### src/rtl/hilo_ctrl.sv
// hilo_ctrl: HI/LO registers, iterative shift-add multiplier and divider handshake sequencer.
// Optional macro HILO_FAST_MULT_EN selects a single-cycle multiplier instead of the 32-cycle one.
module hilo_ctrl #(
    parameter int unsigned DIV_CYCLES = 1
) (
    input  logic        clock,
    input  logic        reset,
    input  logic        issue,
    input  logic [2:0]  op,
    input  logic [31:0] rs_data,
    input  logic [31:0] rt_data,
    output logic        div_start,
    output logic        div_unsigned,
    output logic [31:0] div_dividend,
    output logic [31:0] div_divisor,
    input  logic [31:0] div_q,
    input  logic [31:0] div_r,
    output logic [31:0] hi,
    output logic [31:0] lo,
    output logic        busy
);

    localparam int unsigned XLEN  = 32;
    localparam int unsigned PW    = 2 * XLEN;
    localparam int unsigned CNT_W = 5;

    localparam logic [2:0] OP_MULT  = 3'd1;
    localparam logic [2:0] OP_MULTU = 3'd2;
    localparam logic [2:0] OP_DIV   = 3'd3;
    localparam logic [2:0] OP_DIVU  = 3'd4;
    localparam logic [2:0] OP_MTHI  = 3'd5;
    localparam logic [2:0] OP_MTLO  = 3'd6;

    typedef enum logic [1:0] {
        S_IDLE,
        S_MUL,
        S_DIV_RUN,
        S_DIV_CAP
    } state_t;

    state_t            state, state_d;
    logic [CNT_W-1:0]  cnt, cnt_d;
    logic [XLEN-1:0]   mcand, mcand_d;
    logic [XLEN-1:0]   mplier, mplier_d;
    logic [PW-1:0]     acc, acc_d;
    logic              sign, sign_d;
    logic [XLEN-1:0]   hi_d, lo_d, dvd_d, dvs_d;
    logic              dun_d;

    logic [PW-1:0]     partial, acc_sum, acc_res;

`ifdef HILO_FAST_MULT_EN
    // Sign-extend only for MULT; the low 64 bits of the product are exact either way.
    logic              mul_sx;
    logic [PW-1:0]     prod;
    assign mul_sx = (op == OP_MULT);
    assign prod   = {{XLEN{mul_sx & rs_data[XLEN-1]}}, rs_data}
                  * {{XLEN{mul_sx & rt_data[XLEN-1]}}, rt_data};
`else
    logic [XLEN-1:0]   rs_mag, rt_mag;
    assign rs_mag = (op == OP_MULT && rs_data[XLEN-1]) ? (~rs_data + 32'd1) : rs_data;
    assign rt_mag = (op == OP_MULT && rt_data[XLEN-1]) ? (~rt_data + 32'd1) : rt_data;
`endif

    // One shift-add step; the final step is folded into the HI/LO write.
    assign partial = mplier[cnt] ? (PW'(mcand) << cnt) : '0;
    assign acc_sum = acc + partial;
    assign acc_res = sign ? (~acc_sum + 64'd1) : acc_sum;

    always_comb begin
        state_d  = state;
        cnt_d    = cnt;
        mcand_d  = mcand;
        mplier_d = mplier;
        acc_d    = acc;
        sign_d   = sign;
        hi_d     = hi;
        lo_d     = lo;
        dvd_d    = div_dividend;
        dvs_d    = div_divisor;
        dun_d    = div_unsigned;

        unique case (state)
            S_IDLE: begin
                if (issue) begin
                    unique case (op)
                        OP_MTHI: hi_d = rs_data;
                        OP_MTLO: lo_d = rs_data;
                        OP_MULT, OP_MULTU: begin
`ifdef HILO_FAST_MULT_EN
                            {hi_d, lo_d} = prod;
`else
                            mcand_d  = rs_mag;
                            mplier_d = rt_mag;
                            sign_d   = (op == OP_MULT) & (rs_data[XLEN-1] ^ rt_data[XLEN-1]);
                            acc_d    = '0;
                            cnt_d    = '0;
                            state_d  = S_MUL;
`endif
                        end
                        OP_DIV, OP_DIVU: begin
                            if (rt_data == '0) begin
                                hi_d = rs_data;
                                lo_d = 32'hFFFF_FFFF;
                            end else begin
                                dvd_d   = rs_data;
                                dvs_d   = rt_data;
                                dun_d   = (op == OP_DIVU);
                                cnt_d   = '0;
                                state_d = S_DIV_RUN;
                            end
                        end
                        default: ;
                    endcase
                end
            end
            S_MUL: begin
                acc_d = acc_sum;
                if (cnt == 5'd31) begin
                    {hi_d, lo_d} = acc_res;
                    cnt_d        = '0;
                    state_d      = S_IDLE;
                end else begin
                    cnt_d = cnt + 5'd1;
                end
            end
            S_DIV_RUN: begin
                if (cnt == CNT_W'(DIV_CYCLES - 1)) begin
                    cnt_d   = '0;
                    state_d = S_DIV_CAP;
                end else begin
                    cnt_d = cnt + 5'd1;
                end
            end
            S_DIV_CAP: begin
                hi_d    = div_r;
                lo_d    = div_q;
                dun_d   = 1'b0;
                state_d = S_IDLE;
            end
            default: state_d = S_IDLE;
        endcase
    end

    // busy and div_start are registered copies of the next-state decode.
    always_ff @(posedge clock) begin
        if (!reset) begin
            state        <= S_IDLE;
            cnt          <= '0;
            mcand        <= '0;
            mplier       <= '0;
            acc          <= '0;
            sign         <= 1'b0;
            hi           <= '0;
            lo           <= '0;
            div_dividend <= '0;
            div_divisor  <= '0;
            div_unsigned <= 1'b0;
            div_start    <= 1'b0;
            busy         <= 1'b0;
        end else begin
            state        <= state_d;
            cnt          <= cnt_d;
            mcand        <= mcand_d;
            mplier       <= mplier_d;
            acc          <= acc_d;
            sign         <= sign_d;
            hi           <= hi_d;
            lo           <= lo_d;
            div_dividend <= dvd_d;
            div_divisor  <= dvs_d;
            div_unsigned <= dun_d;
            div_start    <= (state_d == S_DIV_RUN);
            busy         <= (state_d != S_IDLE);
        end
    end

endmodule

### config.mk
export PLATFORM = sky130hd
export DESIGN_NAME = hilo_ctrl
export DESIGN_NICKNAME = d
export VERILOG_FILES = /design/src/rtl/hilo_ctrl.sv
export SDC_FILE = /design/constraint.sdc
export NUM_CORES = 1
export LEC_CHECK = 0
export ABC_AREA = 1
export CORE_UTILIZATION = 55
export DETAILED_ROUTE_END_ITERATION = 12
export DONT_BUFFER_PORTS = 1
export GPL_TIMING_DRIVEN = 1
export PLACE_DENSITY_LB_ADDON = 0.1
export REMOVE_ABC_BUFFERS = 1
export SYNTH_ARGS = -nofsm -noshare
export SYNTH_HDL_FRONTEND = slang
export SYNTH_SLANG_ARGS = --single-unit
export TNS_END_PERCENT = 5
### constraint.sdc
create_clock -name clock -period 6.5 [get_ports clock]
set_clock_uncertainty 0.05 [all_clocks]
set_input_delay 0.325 -clock clock [delete_from_list [all_inputs] [get_ports clock]]
set_output_delay 0.325 -clock clock [all_outputs]
set_load 0.005 [all_outputs]
==> out/qor.csv <==
stage;metric;value;unit
status;outcome;completed;
yosys;synth_seq_cells;267;
yosys;yosys.area.top_type;dfxtp_1;
clock_tree;clock_latency;560;ps
setup_path;worstSetupStartpointType;register;
yosys;yosysSeqAreaShare;23.62;%
setup_path;end_kind;register;
sta;fmax;166.0;MHz
yosys;synth_area;22630;um^2
layout;nNetsFinal;4267;
routing;routed-via-count;27090;
clock_tree;post_cts_buffers;0;
floorplan;io-pin-count;265;
sta;tns;0;ps
floorplan;start_util;56.32;%
clock_tree;cts_sinks;267;
clock_tree;numCtsBuffers;34;
setup_path;criticalPathCategory;register to register;
sta;finalCritPeriodShare;92.66;%
worst_hold_path;min-delay-start;rs_data[8];
setup_path;crit_start;cnt[0];
global_routing;grt_max_degree;159;
setup_path;worst-path-max-fanout;54;
clock_tree;cts_tree;yes;
yosys;synth_ff_type;dfxtp_1;
layout;final_util;63.62;%
yosys;synth.most_common_cell;nand2_1;
yosys;syn_area_per_cell;5.632;um^2
floorplan;die_x;204.9;um
place;gp_congestion;1.047;
sta;rsz0062_at_grt;false;
yosys;yosysWarnings;0;
global_routing;grt_pass1_vias;24540;
power_and_ir_drop;leakage;13.13;nW
place;port_buffers;0;
sta;hold_viol;0;
routing;route.detailed.drc;0;
yosys;yosysUniqueCellTypes;50;
setup_path;crit_arrival;6450;ps
routing;avgRoutedWirePerCell;21.09;um
routing;firstDrtPassIters;6;
power_and_ir_drop;ir_drop;0.2163;mV
global_routing;grt_antenna_before_repair;4;
yosys;synth_async_sr_flop_share;0;%
routing;ant_nets;0;
layout;syn2layout_area_growth;12.96;%
global_routing;grt_pass1_wl;145100;um
floorplan;num_rows;73;
floorplan;die_area;41970;um^2
layout;drive_above_1_share;4.851;%
clock_tree;clockBufferDepth;3;
layout;nFillCells;3998;
yosys;synth_area_leaders;dfxtp_1 24%, nand2_1 20%, inv_1 9.6%, o21ai_0 8.0%, nor2_1 6.9%;
global_routing;track_usage;45.49;%
routing;drt_iter0_drc;3275;
flow_run;drv_cap;0;
routing;via_per_inst;5.880;
sta;finalSetupViolCount;0;
routing;wl;97190;um
yosys;synth_edf_count;0;
sta;fin_crit;6023;ps
floorplan;die_h;204.9;um
clock_tree;cts_root_buffer;clkbuf_16;
yosys;netlist_instances;4019;
sta;worst-slew-pin-transition;1229;ps
power_and_ir_drop;p_per_area;242.3;nW/um^2
yosys;synth_common_cells;1226 x nand2_1, 577 x inv_1, 416 x nor2_1;
sta;slew_headroom;18.05;%
place;dpl.hpwl;71470;um
global_routing;gr-total-overflow;0;
clock_tree;h-tree-depth;2;
setup_path;regToRegStartpoint;cnt[0];
floorplan;core_area;40190;um^2
worst_hold_path;hp-class;primary input to register;
setup_path;cp.required;6930;ps
yosys;yosysTopAreaCellShare;23.62;%
clock_tree;clk_pin_slew_worst_paths;60;ps
sta;slew_viol_final;0;
[layout by cell type, fill, tap and decap left out, drive strengths merged, types with 2 or more instances in the layout]
master / Yosys / layout
nand2: 1260 / 1260
nor4: 11 / 11
a221oi: 17 / 17
o21a: 3 / 3
xnor2: 13 / 13
a211oi: 14 / 14
o221ai: 8 / 8
o2111ai: 8 / 8
a41oi: 8 / 8
o21bai: 7 / 7
inv: 590 / 591
a22oi: 2 / 2
dfxtp: 267 / 267
clkinvlp: 0 / 2
and3: 5 / 5
nand4: 46 / 46
clkbuf: 133 / 47
dlygate4sd3: 0 / 127
and2: 3 / 3
buf: 32 / 39
o21ai: 367 / 367
nand3: 237 / 237
a31oi: 21 / 21
nand3b: 7 / 7
o211ai: 25 / 25
ha: 76 / 76
o31ai: 3 / 3
clkinv: 5 / 11
nor2: 439 / 439
nor3: 61 / 61
a21oi: 287 / 287
mux2i: 14 / 14
or2: 6 / 6
xor2: 39 / 39
bufinv: 0 / 6
[final cells by class]
cell class                      instances  area [um^2]  area share [%]
Sequential cell                       267         5348           20.92
Inverter                              595         2233           8.735
Antenna cell                            1        2.502        0.009788
Clock inverter                         15        256.5           1.003
Multi-Input combinational cell       2992        14490           56.66
Timing Repair Buffer                  166         1584           6.196
Tap cell                              525        656.9           2.569
Clock buffer                           47         1001           3.915
[stage by stage]
stage / setup slack, ps / area (um^2) / std cells / hold WS (ps) / total power [mW]
floorplan: -2001 / 22010 / 3854 / 389.6 / 3.167
detailed placement: 909.4 / 23010 / 4417 / 410.9 / 3.878
global placement: 950.3 / 23010 / 4417 / 409.6 / 3.878
global route: 182.2 / 25560 / 4607 / 3.190 / 6.410
finish: 476.9 / 25570 / 4608 / 2.657 / 6.195
CTS: 851.2 / 25550 / 4606 / 0.1459 / 6.100
[what timing repair did]
action,CTS,global route
resized for setup,0,0
hold buffers,127,1
endpoints found under the hold margin,192,1
[worst paths after layout]
| check | cells after the start | slack, ps | end |
|---|---|---|---|
| worst max register to register | 27 | 480 | hi[16] |
| worst min register to register | 2 | 420 | acc[63] |
| worst min-delay path | 2 | 3 | hi[8] |
| worst max-delay path | 27 | 480 | hi[16] |
[flip-flops by register name, summed over array words and instances (netlist names)]
| register | cells |
|---|---|
| acc | 64 |
| div_dividend | 32 |
| div_divisor | 32 |
| hi | 32 |
| lo | 32 |
| mcand | 32 |
| mplier | 32 |
| cnt | 5 |
| state | 2 |
| busy | 1 |
| div_start | 1 |
| div_unsigned | 1 |
| sign | 1 |
[routing by layer]
layer	routed length [um]	part of all wire (%)	track usage, %	up-vias
met1	38000	39	57.61	12280
met3	11270	12	11.33	313
met4	5742	5.9	24.66	2
met2	42160	43	70.62	1563
li1	-	-	-	12940
met5	14	0.014	0	-
[logic make-up (layout without fill, tap and decap cells)]
kind of cell / count (synthesis) / in the layout / share of synthesized area, %
and+or+nand+nor: 2077 / 2077 / 38.29
AOI/OAI and AO/OA: 772 / 772 / 18.54
buffers and inverters: 760 / 823 / 12.64
DFF: 267 / 267 / 23.62
adders and majority gates: 77 / 77 / 4.290
xor gates and xnor gates: 52 / 52 / 2.012
muxes: 14 / 14 / 0.6191
other: 0 / 1 / 0
[worst max-delay path, stage by stage, from the launching register on]
cell	delay [ps]
dfxtp_2	320
buf_4	420
o21ai_0	210
o21ai_0	190
inv_1	70
o21ai_0	470
nand2_1	110
o21ai_0	230
nor2_1	70
o21ai_0	220
inv_1	70
ha_1	380
nand2_1	130
nor2_1	290
nand2_1	200
nor2_1	350
nand2_1	130
nand2_1	170
nand2_1	70
nand2_1	210
nand2_2	140
nor2_1	160
nand4_1	300
nor2_1	240
nand2_1	90
nand3_1	80
nand3_1	320
a21oi_1	230
[where the power goes]
part	internal [mW]	switching [mW]
clock	1.33	0.831
sequential	1.80	0.156
combinational	0.585	1.49
total	3.71	2.48
No activity file was read; power rests on OpenSTA's default activity.
